## config.mk

```make
export PLATFORM = sky130hd
export DESIGN_NAME = bp_cfg_loader
export DESIGN_NICKNAME = d
export VERILOG_FILES = /design/src/rtl/bp_cfg_loader_pkg.sv /design/src/rtl/bp_cfg_loader_counter.sv /design/src/rtl/bp_cfg_loader.sv
export SDC_FILE = /design/constraint.sdc
export NUM_CORES = 1
export LEC_CHECK = 0
export CAP_MARGIN = 0
export CORE_UTILIZATION = 40
export CTS_CLUSTER_SIZE = 30
export DETAILED_ROUTE_END_ITERATION = 8
export PLACE_DENSITY = 0.79
export SKIP_CTS_REPAIR_TIMING = 1
export SLEW_MARGIN = 20
export SYNTH_ARGS = -nofsm -noshare
export SYNTH_HDL_FRONTEND = slang
export SYNTH_SLANG_ARGS = --single-unit
```

## constraint.sdc

```tcl
create_clock -name clk_i -period 2.4 [get_ports clk_i]
set_input_delay 0.36 -clock clk_i [delete_from_list [all_inputs] [get_ports clk_i]]
set_output_delay 0.36 -clock clk_i [all_outputs]
set_load 0.1 [all_outputs]
```

## src/rtl/bp_cfg_loader_pkg.sv

```systemverilog
// bp_cfg_loader_pkg: shared config addresses, CCE mode and loader FSM state types
package bp_cfg_loader_pkg;
  localparam logic [15:0] freeze_addr     = 16'h0002;
  localparam logic [15:0] core_id_addr    = 16'h0004;
  localparam logic [15:0] cce_mode_addr   = 16'h0006;
  localparam logic [15:0] ucode_base_addr = 16'h8000;
  typedef enum logic [0:0] {
    e_cce_mode_uncached = 1'b0,
    e_cce_mode_normal   = 1'b1
  } bp_cce_mode_e;
  typedef enum logic [3:0] {
    e_reset,
    e_freeze,
    e_core_id,
    e_ucode_fetch,
    e_ucode_write,
    e_mode,
    e_next_core,
    e_unfreeze,
    e_done
  } bp_cfg_loader_state_e;
  function automatic logic is_write(bp_cfg_loader_state_e s);
    return s inside {e_freeze, e_core_id, e_ucode_write, e_mode, e_unfreeze};
  endfunction
endpackage

```

## src/rtl/bp_cfg_loader_counter.sv

```systemverilog
// bp_cfg_loader_counter: clearable up-counter with a terminal-value flag
module bp_cfg_loader_counter #(
  parameter int width_p = 1,
  parameter int max_p   = 0
) (
  input  logic               clk,
  input  logic               rst,
  input  logic               clr,
  input  logic               inc,
  output logic [width_p-1:0] count,
  output logic               is_max
);
  assign is_max = count == width_p'(max_p);
  // clear has priority over increment; wrap happens only through clr
  always_ff @(posedge clk)
    if (rst || clr) count <= '0;
    else if (inc) count <= count + width_p'(1);
endmodule

```

## src/rtl/bp_cfg_loader.sv

```systemverilog
// bp_cfg_loader: post-reset sequencer writing freeze, id, microcode and mode to every core
module bp_cfg_loader
  import bp_cfg_loader_pkg::*;
#(
  parameter int num_core_p       = 1,
  parameter int cce_pc_width_p   = 8,
  parameter int cfg_addr_width_p = 16,
  parameter int cfg_data_width_p = 64,
  parameter bit skip_ucode_p     = 1'b0,
  localparam int core_w          = (num_core_p > 1) ? $clog2(num_core_p) : 1
) (
  input  logic                        clk_i,
  input  logic                        reset_i,
  output logic                        cfg_v_o,
  input  logic                        cfg_ready_i,
  output logic [core_w-1:0]           cfg_core_o,
  output logic [cfg_addr_width_p-1:0] cfg_addr_o,
  output logic [cfg_data_width_p-1:0] cfg_data_o,
  output logic [cce_pc_width_p-1:0]   ucode_addr_o,
  input  logic [cfg_data_width_p-1:0] ucode_data_i,
  output logic                        done_o
);
  bp_cfg_loader_state_e state, state_n;
  bp_cce_mode_e mode;
  logic hs, c_clr, c_inc, c_max, u_clr, u_inc, u_max;
  logic [core_w-1:0] c;
  logic [cce_pc_width_p-1:0] u;

  bp_cfg_loader_counter #(.width_p(core_w), .max_p(num_core_p - 1)) c_cnt (
    .clk(clk_i), .rst(reset_i), .clr(c_clr), .inc(c_inc), .count(c), .is_max(c_max)
  );
  bp_cfg_loader_counter #(.width_p(cce_pc_width_p), .max_p((1 << cce_pc_width_p) - 1)) u_cnt (
    .clk(clk_i), .rst(reset_i), .clr(u_clr), .inc(u_inc), .count(u), .is_max(u_max)
  );

  assign mode = skip_ucode_p ? e_cce_mode_uncached : e_cce_mode_normal;
  assign cfg_core_o = c;
  // during a ucode write the ROM is already addressed with the next word so it is ready when fetch captures it
  assign ucode_addr_o = (state == e_ucode_write && !u_max) ? u + cce_pc_width_p'(1) : u;

  // next-state and counter control; only registered signals and cfg_ready_i feed it
  always_comb begin
    hs = cfg_v_o & cfg_ready_i;
    c_clr = state == e_next_core && c_max;
    c_inc = (state == e_next_core && !c_max) || (state == e_unfreeze && hs && !c_max);
    u_clr = state == e_ucode_write && hs && u_max;
    u_inc = state == e_ucode_write && hs && !u_max;
    state_n = state;
    case (state)
      e_reset:       state_n = e_freeze;
      e_freeze:      state_n = hs ? e_core_id : state;
      e_core_id:     state_n = hs ? (skip_ucode_p ? e_mode : e_ucode_fetch) : state;
      e_ucode_fetch: state_n = e_ucode_write;
      e_ucode_write: state_n = hs ? (u_max ? e_mode : e_ucode_fetch) : state;
      e_mode:        state_n = hs ? e_next_core : state;
      e_next_core:   state_n = c_max ? e_unfreeze : e_freeze;
      e_unfreeze:    state_n = (hs && c_max) ? e_done : state;
      default:       state_n = state;
    endcase
  end

  // state plus registered bus outputs, loaded only on a state change so they hold under back-pressure
  always_ff @(posedge clk_i)
    if (reset_i) begin
      state      <= e_reset;
      cfg_v_o    <= 1'b0;
      done_o     <= 1'b0;
      cfg_addr_o <= '0;
      cfg_data_o <= '0;
    end else begin
      state <= state_n;
      if (state_n != state) begin
        cfg_v_o    <= is_write(state_n);
        done_o     <= state_n == e_done;
        cfg_addr_o <= state_n == e_core_id     ? cfg_addr_width_p'(core_id_addr)
                    : state_n == e_ucode_write ? cfg_addr_width_p'(ucode_base_addr) + cfg_addr_width_p'(u)
                    : state_n == e_mode        ? cfg_addr_width_p'(cce_mode_addr)
                    : is_write(state_n)        ? cfg_addr_width_p'(freeze_addr) : '0;
        cfg_data_o <= state_n == e_core_id     ? cfg_data_width_p'(c)
                    : state_n == e_ucode_write ? ucode_data_i
                    : state_n == e_mode        ? cfg_data_width_p'(mode)
                    : state_n == e_freeze      ? cfg_data_width_p'(1) : '0;
      end
    end
endmodule
```

---- Yosys cells after proc, flatten, opt, wreduce, memory -nomap -nowiden ----
Index checks and enable logic that the tools add are counted.
word-level totals
  flip-flop bits (word level) ............. 95
  logic and storage cells ................. 59
  input port bits ......................... 67
  output and inout bits ................... 91
operators by class
  bitwise gates (word level) .............. 2
  muxes and demuxes ....................... 17
  equality and inequality tests ........... 15
  add/subtract/negate cells ............... 3
  reductions and logical operators ........ 15
operator list
  operator                 count
  $mux W64                 2
  $mux W16                 2
  $pmux W4 S8              1
  $eq A4 B3 Y1 const B     7
  $mux W4                  5
  $add A16 B8 Y16 const A  1
  $eq A4 B2 Y1 const B     3
  $logic_and A1 B1 Y1      9
  $mux W3                  3
  $add A8 B1 Y8 const B    1
  $eq A4 B1 Y1 const B     2
  $eq A8 B8 Y1 const B     1
  $mux W8                  1
  $reduce_bool A5 Y1       1
  $eq A4 B4 Y1 const B     1
  $logic_not A4 Y1         1
  $ne A4 B4 Y1             1
  $logic_or A1 B1 Y1       3
  $mux W1                  2
  $mux W2                  1
  $add A1 B1 Y1 const B    1
  $and A1 B1 Y1            1
  $logic_not A1 Y1         1
  $not A1 Y1               1

---- Depth between registers and ports, before layout ----
Gate-level depths: netlist (run 1).
  depth in word-level cells ............... 10
  mapped depth ............................ 9
  depth with buffers taken out ............ 7

---- Cells and area by module ----
Synthesis (run 1) repeated with hierarchy kept, for this count alone.
second synthesis, totals
  cells, all modules ...................... 315
  area total of the unflattened synthesis .. 3387.0 um^2
by module, submodules not included
  module                          cells an instance  instances  area an instance (um^2)  sequential area each (um^2)
  bp_cfg_loader                   271                1          2989.1                   1581.5
  bp_cfg_loader_counter at u_cnt  40                 1          355.3                    160.2
  bp_cfg_loader_counter at c_cnt  4                  1          42.5                     20.0

---- Worst setup path before layout (run 1) ----
No wires, ideal clock.
  path type ............................... register to output
  from .................................... reg u_cnt.count[0]
  to ...................................... out ucode_addr_o[3]
  data arrival time ....................... 3427 ps
  required time ........................... 2040 ps
  buffers on the path ..................... 0
  stages on the path, launching flop included .. 6
  setup slack ............................. -1387 ps
  cells stage by stage .................... dfxtp_1 ha_1 nand3_1 nor3_2 nor2_1 o31ai_1
between the ends
  word-level cells in the longest chain between the ends .. 4
  elaborated cells between the ends (all ways) .. 5
  classes of those cells .................. add/sub: 1; eq/ne: 1; mux: 1; reduce/logical: 2
RTL lines
  what                                                   line                         text
  from (decl)                                            bp_cfg_loader_counter.sv:10  output logic [width_p-1:0] count,
  from (signal assigned)                                 bp_cfg_loader_counter.sv:17  else if (inc) count <= count + width_p'(1);
  branches (longest 3 deep; another with $add A8 B1 Y8)  --
  $mux W8 *                                              bp_cfg_loader.sv:39          assign ucode_addr_o = (state == e_ucode_write && !u_max) ? u + cce_pc_width_p'(1) : u;
  to (decl)                                              bp_cfg_loader.sv:19          output logic [cce_pc_width_p-1:0] ucode_addr_o,
Every way passes the cells marked *.

---- Worst setup path in the final report (run 1) ----
  from .................................... reg u_cnt.count[1]
  to ...................................... out ucode_addr_o[6]
Same word-level chain as after synthesis.

==> metrics, run 1 <==
worst min path class=in -> reg; Pwr Total=slightly above 0.003 W; Worst setup EP type=output pin; synthesized area=3530 sq um; Area Overhead vs Synth=53.9%; count of cell types in the netlist=46; fill count=714; GRT Total Usage=0.205; via count=~3.4k; die width=96.0 um; DRC viols=0; io pins=158; pwr dens=between 500 and 600 nW/um^2; layout cell share with drive strength beyond 1=0.286; Async SR Flop Fraction=0; kind of critical path=reg -> out; crit-path max FO=5; Final Skew=0.0122 ns; clock sink count=slightly below 90; post-synthesis sequential area ratio=0.498; worst reg-to-reg path cell count=7; full die area=between 9000 and 10000 sq um; Final #Nets=612; initial antenna violation count=0; setup tns final=0 ns; n_diodes=0; vias per cell=5.24; Main synth FF type=dfxtp_1; FF+latch count, synth=88; # setup viols final=0; Final Slew Violations=0; MaxCap Viol Count=0; number of synthesized flops with an enable pin=0; drt initial violations=between 150 and 200; Worst-path clk slew=0.09 ns; largest net degree at the start of global routing=approximately 40; initial core utilization=0.422; vias in the first global route=about 3.2k; Final GP Congestion=0.891; Setup crit start=u_cnt.count[1]$_SDFFE_PP0P_; synthesized instance count=395; Placed Area=between 5000 and 6000 sq um; worst r2r dst=cfg_data_o[0]$_SDFFE_PP0P_; outcome=finished, final reports clean; crit path time final=2.32 ns; Startpoint Class=flop; placed wire-length estimate=6920 um; Synth Area per Inst=8.95 sq um; placed cell count=637; final wirelength=9520 um; I/O Buffers=150; Die H=a little under 100 um; Lkg Pwr=2.18 nW; Finished Cell Area=5440 sq um; Finished Layout Cells=654; WL/cell=14.6 um; worst path arrival time=1.96 ns; root buffer cell=clkbuf_8; fmax=about 430 MHz; VDD IR max=0.000297 V; DR pass1 iterations=4; number of core rows=33; final hold vios=0; Final ANT Viol Nets=0; H-tree depth=3; Multi-input gate area=about 1800 sq um; unrepaired setup endpoints after global routing=true; register area=between 1500 and 2000 sq um; yosys warns=0; post-route setup slack=0.0780 ns; dpl ws=between 0.04 and 0.05 ns; Clock Path Buffers=2; grt ovf=0; worst reg2reg path startpoint=state[1]$_SDFF_PP0_; r2r setup slk=0.33 ns; first-pass GRT wire length=14600 um; required time of the critical path=2.04 ns; CORE AREA=8380 sq um; CTS tree=done; clock latency on the worst-skew pair=0.36 ns; Num CTS Buffers=9; CP endpoint=ucode_addr_o[6]; Final Cycle Share=0.967
==> cell usage in the layout, fill, tap and decap left out, types with 3 or more instances in the layout <==
cell type	Yosys	routed
dfxtp_2	0	7
xnor2_4	0	5
a21oi_1	12	12
and3_4	1	4
clkdlybuf4s50_1	0	65
buf_12	0	9
inv_6	0	3
conb_1	1	7
nand2b_1	3	3
clkbuf_8	0	9
nor2_1	92	91
inv_1	6	6
o21ai_0	10	10
a22oi_1	71	71
dfxtp_1	88	80
nand2_1	14	13
nor2b_1	4	4
nand3_1	7	6
buf_4	8	93
xnor2_1	8	3
clkinvlp_4	0	3
==> sequential cells by signal (all words and copies together) (netlist names) <==
signal       count
cfg_data_o      64
cfg_addr_o       9
u_cnt.count      8
state            4
c_cnt.count      1
cfg_v_o          1
done_o           1
==> worst max-delay path, cell delays in order (launching register included) <==
cell and delay (ns):
dfxtp_4 0.39, ha_4 0.15, and3_4 0.20, nand3_4 0.10, or3_4 0.42, xnor2_4 0.16, buf_12 0.19
==> how the worst min path moves through the flow <==
stage | startpoint | to | slack [ns] | cells after the start
after detailed placement | cfg_addr_o[1]$_SDFFE_PP0P_ | cfg_addr_o[1]$_SDFFE_PP0P_ | 0.48 | 2
after floorplan | ucode_data_i[10] | cfg_data_o[10]$_SDFFE_PP0P_ | 0.51 | 2
after CTS | reset_i | state[1]$_SDFF_PP0_ | 0.35 | 2
final | reset_i | state[1]$_SDFF_PP0_ | 0.36 | 2
after global routing | reset_i | cfg_data_o[63]$_SDFFE_PP0P_ | 0.35 | 2
after global placement | cfg_addr_o[15]$_SDFFE_PP0P_ | cfg_addr_o[15]$_SDFFE_PP0P_ | 0.47 | 2
==> metrics by stage <==
stage | util | hold slack (ns)
6_report | 0.649 | 0.357
5_1_grt | 0.649 | 0.346
4_1_cts | 0.640 | 0.348
3_5_place_dp | 0.618 | 0.476
3_3_place_gp | 0.618 | 0.473
2_1_floorplan | - | 0.508
==> synthesized netlist by cell type, types with 2 or more instances <==
master / count / area (sq um)
nor3_1: 3 / 15.0
a311oi_1: 2 / 17.5
a21oi_1: 12 / 60.1
inv_1: 6 / 22.5
and3_1: 4 / 25.0
o31ai_1: 2 / 15.0
nand3_1: 7 / 35.0
a211oi_1: 2 / 15.0
nor2_1: 92 / 345
o21ai_0: 10 / 50.1
nor2b_1: 4 / 25.0
xnor2_1: 8 / 70.1
buf_2: 6 / 30.0
a22oi_1: 71 / 533
nand2b_1: 3 / 18.8
clkbuf_1: 23 / 86.3
or3_1: 3 / 18.8
nand2_1: 14 / 52.6
a21o_1: 2 / 15.0
dfxtp_1: 88 / 1760
buf_4: 8 / 60.1
==> logic make-up after synthesis <==
group	count (synthesis)	share of synthesized area
AO/OA/AOI/OAI	114	0.241
XOR/XNOR	9	0.0223
adder cells (fa/ha/maj)	1	0.00354
buffers and inverters	43	0.0563
flip-flops	88	0.498
multiplexers	1	0.00319
other	1	0.00106
AND/OR/NAND/NOR	138	0.175
==> power breakdown <==
part	leakage (nW)	switching, W	internal, W	total [W]
Clock	0.0848	0.000572	0.000394	0.000966
Combinational	1.38	0.000397	0.000187	0.000584
Sequential	0.715	0.0000227	0.00148	0.00151
Total	2.18	0.000992	0.00207	0.00306
==> metal layers <==
metal  global-route usage  share of wire
met1                0.234           0.41
met2                0.348           0.49
met3               0.0671          0.071
met4               0.0883          0.024
met5                    0              0
==> cell type report <==
cell class / instances / share of cell area
Clock buffer: 9 / 0.0228
Clock inverter: 7 / 0.0110
Inverter: 6 / 0.00414
Multi-Input combinational cell: 270 / 0.328
Sequential cell: 88 / 0.326
Tap cell: 105 / 0.0242
Timing Repair Buffer: 169 / 0.284
(Power assumes the default switching activity.)
==> run 2: changes to the inputs <==
--- a/config.mk
+++ b/config.mk
@@ -5,11 +5,12 @@
 export SDC_FILE = /design/constraint.sdc
 export NUM_CORES = 1
 export LEC_CHECK = 0
-export CAP_MARGIN = 0
+export CAP_MARGIN = 40
 export CORE_UTILIZATION = 40
 export CTS_CLUSTER_SIZE = 30
 export DETAILED_ROUTE_END_ITERATION = 8
 export PLACE_DENSITY = 0.79
+export RECOVER_POWER = 50
 export SKIP_CTS_REPAIR_TIMING = 1
 export SLEW_MARGIN = 20
 export SYNTH_ARGS = -nofsm -noshare
==> run 2 against run 1 <==
  * Worst hold slack is essentially flat
  * Clock power is essentially flat
  * Critical path depth is the same
  * Via count shrank 0.32%
  * Sequential share of layout area grew 1.9 points
  * Largest cell class is now sequential cells
  * Highest routed layer unchanged
==> metrics, run 2 (synthesized netlist as in run 1, its figures left out) <==
drt initial violations=165 (+9.3%); Final ANT Viol Nets=0 (unchanged); Worst slew margin=0.180; first-pass GRT wire length=14600 um (unchanged); M3 GR Usage=0.0671 (unchanged); Lkg Pwr=1.83 nW (-16%); number of core rows=33 (unchanged); final hold vios=0 (unchanged); DR pass1 iterations=4 (unchanged); most frequent cells in the layout=nor2_1, dfxtp_1, clkbuf_1; unrepaired setup endpoints after global routing=true; largest net degree at the start of global routing=41 (unchanged); die width=96.0 um (unchanged); WP buf/inv=1 (unchanged); final wirelength=9520 um (about the same); worst-margin pin slew=roughly 1.2 ns; outcome=finished, final reports clean; H-tree depth=3 (unchanged); required time of the critical path=2.04 ns (about the same); via count=3415 (-0.32%); full die area=9220 sq um (unchanged); Area Overhead vs Synth=45.3%; crit path time final=2.32 ns (-0.00228 ns); Final GP Congestion=0.891 (unchanged); # setup viols final=0 (unchanged); vias in the first global route=3182 (unchanged); grt ovf=0 (unchanged); Levels on crit path=6 (unchanged); Final Skew=0.0121 ns (-0.0000260 ns); crit-path max FO=5 (unchanged); clock sink count=88 (unchanged); Final Slew Violations=0 (unchanged); pwr dens=590 nW/um^2 (+5.0%); CTS tree=done; final hold slack=0.357 ns (+0.000223 ns); Num CTS Buffers=9 (unchanged); GR peak layer=met2; worst path arrival time=1.96 ns (about the same); initial antenna violation count=0 (unchanged); layout cell share with drive strength beyond 1=0.142 (-0.144); max incr delay on CP=0.42 ns (about the same); vias per cell=5.22 (-0.32%); kind of critical path=reg -> out; Startpoint Class=flop; crit-path cells=ha_4 > and3_4 > nand3_4 > or3_4 > xnor2_4 > buf_12; VDD IR max=0.000298 V (+0.49%); Clock Path Buffers=2 (unchanged); clock latency on the worst-skew pair=0.36 ns (about the same); initial core utilization=0.422 (unchanged); MaxCap Viol Count=0 (unchanged); Finished Layout Cells=654 (unchanged); Final Cycle Share=0.967 (about the same); DRC viols=0 (unchanged); fmax=431 MHz (about the same); worst reg-to-reg path cell count=9 (+2); worst min path class=in -> reg; I/O Buffers=150 (unchanged); placed wire-length estimate=6920 um (unchanged); root buffer cell=clkbuf_8; Worst-path clk slew=0.09 ns (about the same); max FFs per register=64 (unchanged); met2 usage=0.348 (unchanged); most common cell after layout, fill and taps aside=nor2_1; biggest regs=cfg_data_o x64, cfg_addr_o x9, u_cnt.count x8; GRT Total Usage=0.205 (unchanged); CP top delay family=simple AND/OR/NAND/NOR gates; Final #Nets=612 (unchanged); Slowest-stage cell, CP=or3_4; Worst setup EP type=output pin; WL/cell=14.6 um (about the same); Die H=96.0 um (unchanged); worst hold stages=2 (unchanged); n_diodes=0 (unchanged); routing usage on met1=0.234 (unchanged); most flop-heavy register=cfg_data_o; io pins=158 (unchanged); CORE AREA=8380 sq um (unchanged); placed cell count=637 (unchanged)
-- run 2: worst paths after layout --
check                                                  from                          to  slack [ns]
worst max register to register  u_cnt.count[2]$_SDFFE_PP0P_  cfg_addr_o[2]$_SDFFE_PP0P_        0.20
worst min register to register   cfg_addr_o[1]$_SDFFE_PP0P_  cfg_addr_o[1]$_SDFFE_PP0P_        0.49
worst max-delay path            u_cnt.count[1]$_SDFFE_PP0P_             ucode_addr_o[6]        0.08
worst min-delay path                                reset_i         state[1]$_SDFF_PP0_        0.36
-- run 2: worst register-to-register path, delay by kind of cell, from the launching register on --
family | cells | cell delay, ns
compound gates | 3 | 0.69
flops | 1 | 0.40
buf+inv | 3 | 0.44
simple gates | 3 | 0.57
-- run 2: metrics by stage --
stage / utilization / setup TNS, ns / power [W] / worst slack (ns) / cell area, sq um
2_1_floorplan: - / -0.554 / 0.00193 / -0.143 / 3680
3_3_place_gp: 0.618 / 0 / 0.00212 / 0.0599 / 5180
3_5_place_dp: 0.618 / 0 / 0.00213 / 0.0470 / 5180
4_1_cts: 0.640 / -0.860 / 0.00309 / -0.162 / 5370
5_1_grt: 0.613 / -0.0272 / 0.00317 / -0.0203 / 5130
6_report: 0.613 / 0 / 0.00303 / 0.0803 / 5130
-- run 2: routing by layer --
metal | up-vias | share of wire
met2 | 123 | 0.49
li1 | 1692 | -
met4 | 0 | 0.024
met1 | 1582 | 0.41
met3 | 18 | 0.072
met5 | - | 0
-- run 2: final cells by class --
class                           count  area (sq um)
Multi-Input combinational cell    270          1770
Timing Repair Buffer              169          1250
Fill cell                         795          3250
Clock buffer                        9           124
Inverter                            6          22.5
Sequential cell                    88          1770
Clock inverter                      7          60.1
Tap cell                          105           131
-- run 2: power by group --
group	switching, W	total [W]	internal (W)
Clock	0.000569	0.000963	0.000394
Combinational	0.000397	0.000563	0.000166
Sequential	0.0000220	0.00151	0.00148
Total	0.000988	0.00303	0.00204
==> run 3: changes to the inputs <==
==> constraint.sdc (replaced) <==
create_clock -name clk_i -period 2.53 [get_ports clk_i]
set_input_delay 0.3795 -clock clk_i [delete_from_list [all_inputs] [get_ports clk_i]]
set_output_delay 0.3795 -clock clk_i [all_outputs]
set_load 0.1 [all_outputs]
==> run 3 against run 2 <==
  * Clock skew down 0.0040 ns
  * Global-route usage down 0.34 points
  * Sequential cell count unchanged
  * Die area unchanged
  * Critical endpoint unchanged
  * Largest power group unchanged
  * Highest routed layer unchanged
==> metrics, run 3 (synthesized netlist as in run 1, its figures left out) <==
outcome=finished, final reports clean; layout cell share with drive strength beyond 1=0.114 (-0.0279); CTS tree=done; pwr dens=590 nW/um^2 (about the same); max FFs per register=64 (unchanged); most frequent cells in the layout=nor2_1, dfxtp_1, clkbuf_1; vias in the first global route=3051 (-4.1%); I/O Buffers=150 (unchanged); drt initial violations=197 (+19%); WL/cell=14.4 um (-0.77%); via count=3416 (+0.029%); DRC viols=0 (unchanged); placed wire-length estimate=6760 um (-2.3%); H-tree depth=3 (unchanged); n_diodes=0 (unchanged); first-pass GRT wire length=14500 um (-0.99%); most common cell after layout, fill and taps aside=nor2_1; Final ANT Viol Nets=0 (unchanged); root buffer cell=clkbuf_8; Pwr Total=0.00301 W (-0.84%); GRT Total Usage=0.202 (-0.00341); worst path arrival time=2.06 ns (+0.10 ns); kind of critical path=reg -> out; vias per cell=5.27 (+0.96%); Final GP Congestion=0.892 (+0.19%); Startpoint Class=flop; largest net degree at the start of global routing=42 (+2.4%); Worst setup EP type=output pin; unrepaired setup endpoints after global routing=true; Area Overhead vs Synth=44.1%; die width=96.0 um (unchanged); CORE AREA=8380 sq um (unchanged); final hold vios=0 (unchanged); crit path time final=2.44 ns; initial core utilization=0.422 (unchanged); required time of the critical path=2.15 ns (+0.11 ns); clock sink count=88 (unchanged); Worst-path clk slew=0.09 ns (about the same); worst-margin pin slew=1.23 ns (-0.00604 ns); Die H=96.0 um (unchanged); most flop-heavy register=cfg_data_o; number of core rows=33 (unchanged); clock latency on the worst-skew pair=0.33 ns (-0.03 ns); grt ovf=0 (unchanged); VDD IR max=0.000340 V (+14%); worst min path class=in -> reg; Num CTS Buffers=9 (unchanged); Lkg Pwr=1.82 nW (-0.35%); io pins=158 (unchanged); Final Cycle Share=0.965; # setup viols final=0 (unchanged); crit-path max FO=5 (unchanged); DR pass1 iterations=5 (+1); full die area=9220 sq um (unchanged); fmax=around 400 MHz; initial antenna violation count=0 (unchanged); Clock Path Buffers=2 (unchanged); Final Skew=0.00810 ns (-0.00403 ns); MaxCap Viol Count=0 (unchanged); final wirelength=9360 um (-1.7%); fin util=0.608 (-0.00478); Worst slew margin=0.184 (+0.00401); Final Slew Violations=0 (unchanged); fill count=793 (-0.25%); biggest regs=cfg_data_o x64, cfg_addr_o x9, u_cnt.count x8; Final #Nets=608 (-0.65%)
run 3: cell count changes in the layout (fill, tap and decap cells not counted), moves of 2 or more:
cell / delta
dfxtp_1: +7
buf_4: -3
clkinvlp_4: -3
inv_6: -2
bufinv_16: +2
and3_4: -3
and3_1: +3
dfxtp_2: -6
run 3: layer usage:
metal,track usage,part of all wire,vias up
met3,0.0561,0.071,10
li1,-,-,1675
met4,0.0759,0.014,0
met1,0.261,0.42,1604
met2,0.319,0.49,127
met5,0,0,-
run 3: final timing paths:
path              cells after the start  slack, ns                        start                         end
setup / recovery                      6       0.09  u_cnt.count[1]$_SDFFE_PP0P_             ucode_addr_o[6]
hold / removal                        2       0.42                      reset_i         state[0]$_SDFF_PP0_
setup reg to reg                      6       0.28         cfg_v_o$_SDFFE_PP0P_  cfg_data_o[0]$_SDFFE_PP0P_
hold reg to reg                       2       0.49   cfg_addr_o[2]$_SDFFE_PP0P_  cfg_addr_o[2]$_SDFFE_PP0P_
run 3: worst max-delay path, cell delays in order, from the launching register on:
cell and delay, ns:
dfxtp_2 0.37, ha_2 0.23, and3_4 0.21, nand3_4 0.11, or3_4 0.45, xnor2_4 0.16, buf_12 0.19
run 3: area by class of cell:
cell class	count	area [sq um]	area share
clock buffer	9	124	0.0243
tap	105	131	0.0258
multi-input combinational	270	1740	0.341
sequential	88	1760	0.346
inverter	6	22.5	0.00442
clock inverter	5	82.6	0.0162
timing repair buffer	165	1240	0.243
run 3: per-stage QoR:
step / worst slack (ns) / hold slack, ns / cells / instance area, sq um / TNS (ns)
floorplan: -0.0321 / 0.528 / 401 / 3680 / -0.0321
global placement: 0.179 / 0.473 / 634 / 5170 / 0
detailed placement: 0.104 / 0.486 / 634 / 5170 / 0
CTS: -0.0610 / 0.413 / 648 / 5380 / -0.0962
global route: -0.0203 / 0.422 / 648 / 5090 / -0.0475
finish: 0.0889 / 0.417 / 648 / 5090 / 0
run 3: report_power, final:
| group | leakage (nW) | internal, W | switching [W] |
|---|---|---|---|
| logic | 1.01 | 0.000163 | 0.000375 |
| clock network | 0.106 | 0.000550 | 0.000488 |
| registers | 0.711 | 0.00141 | 0.0000227 |
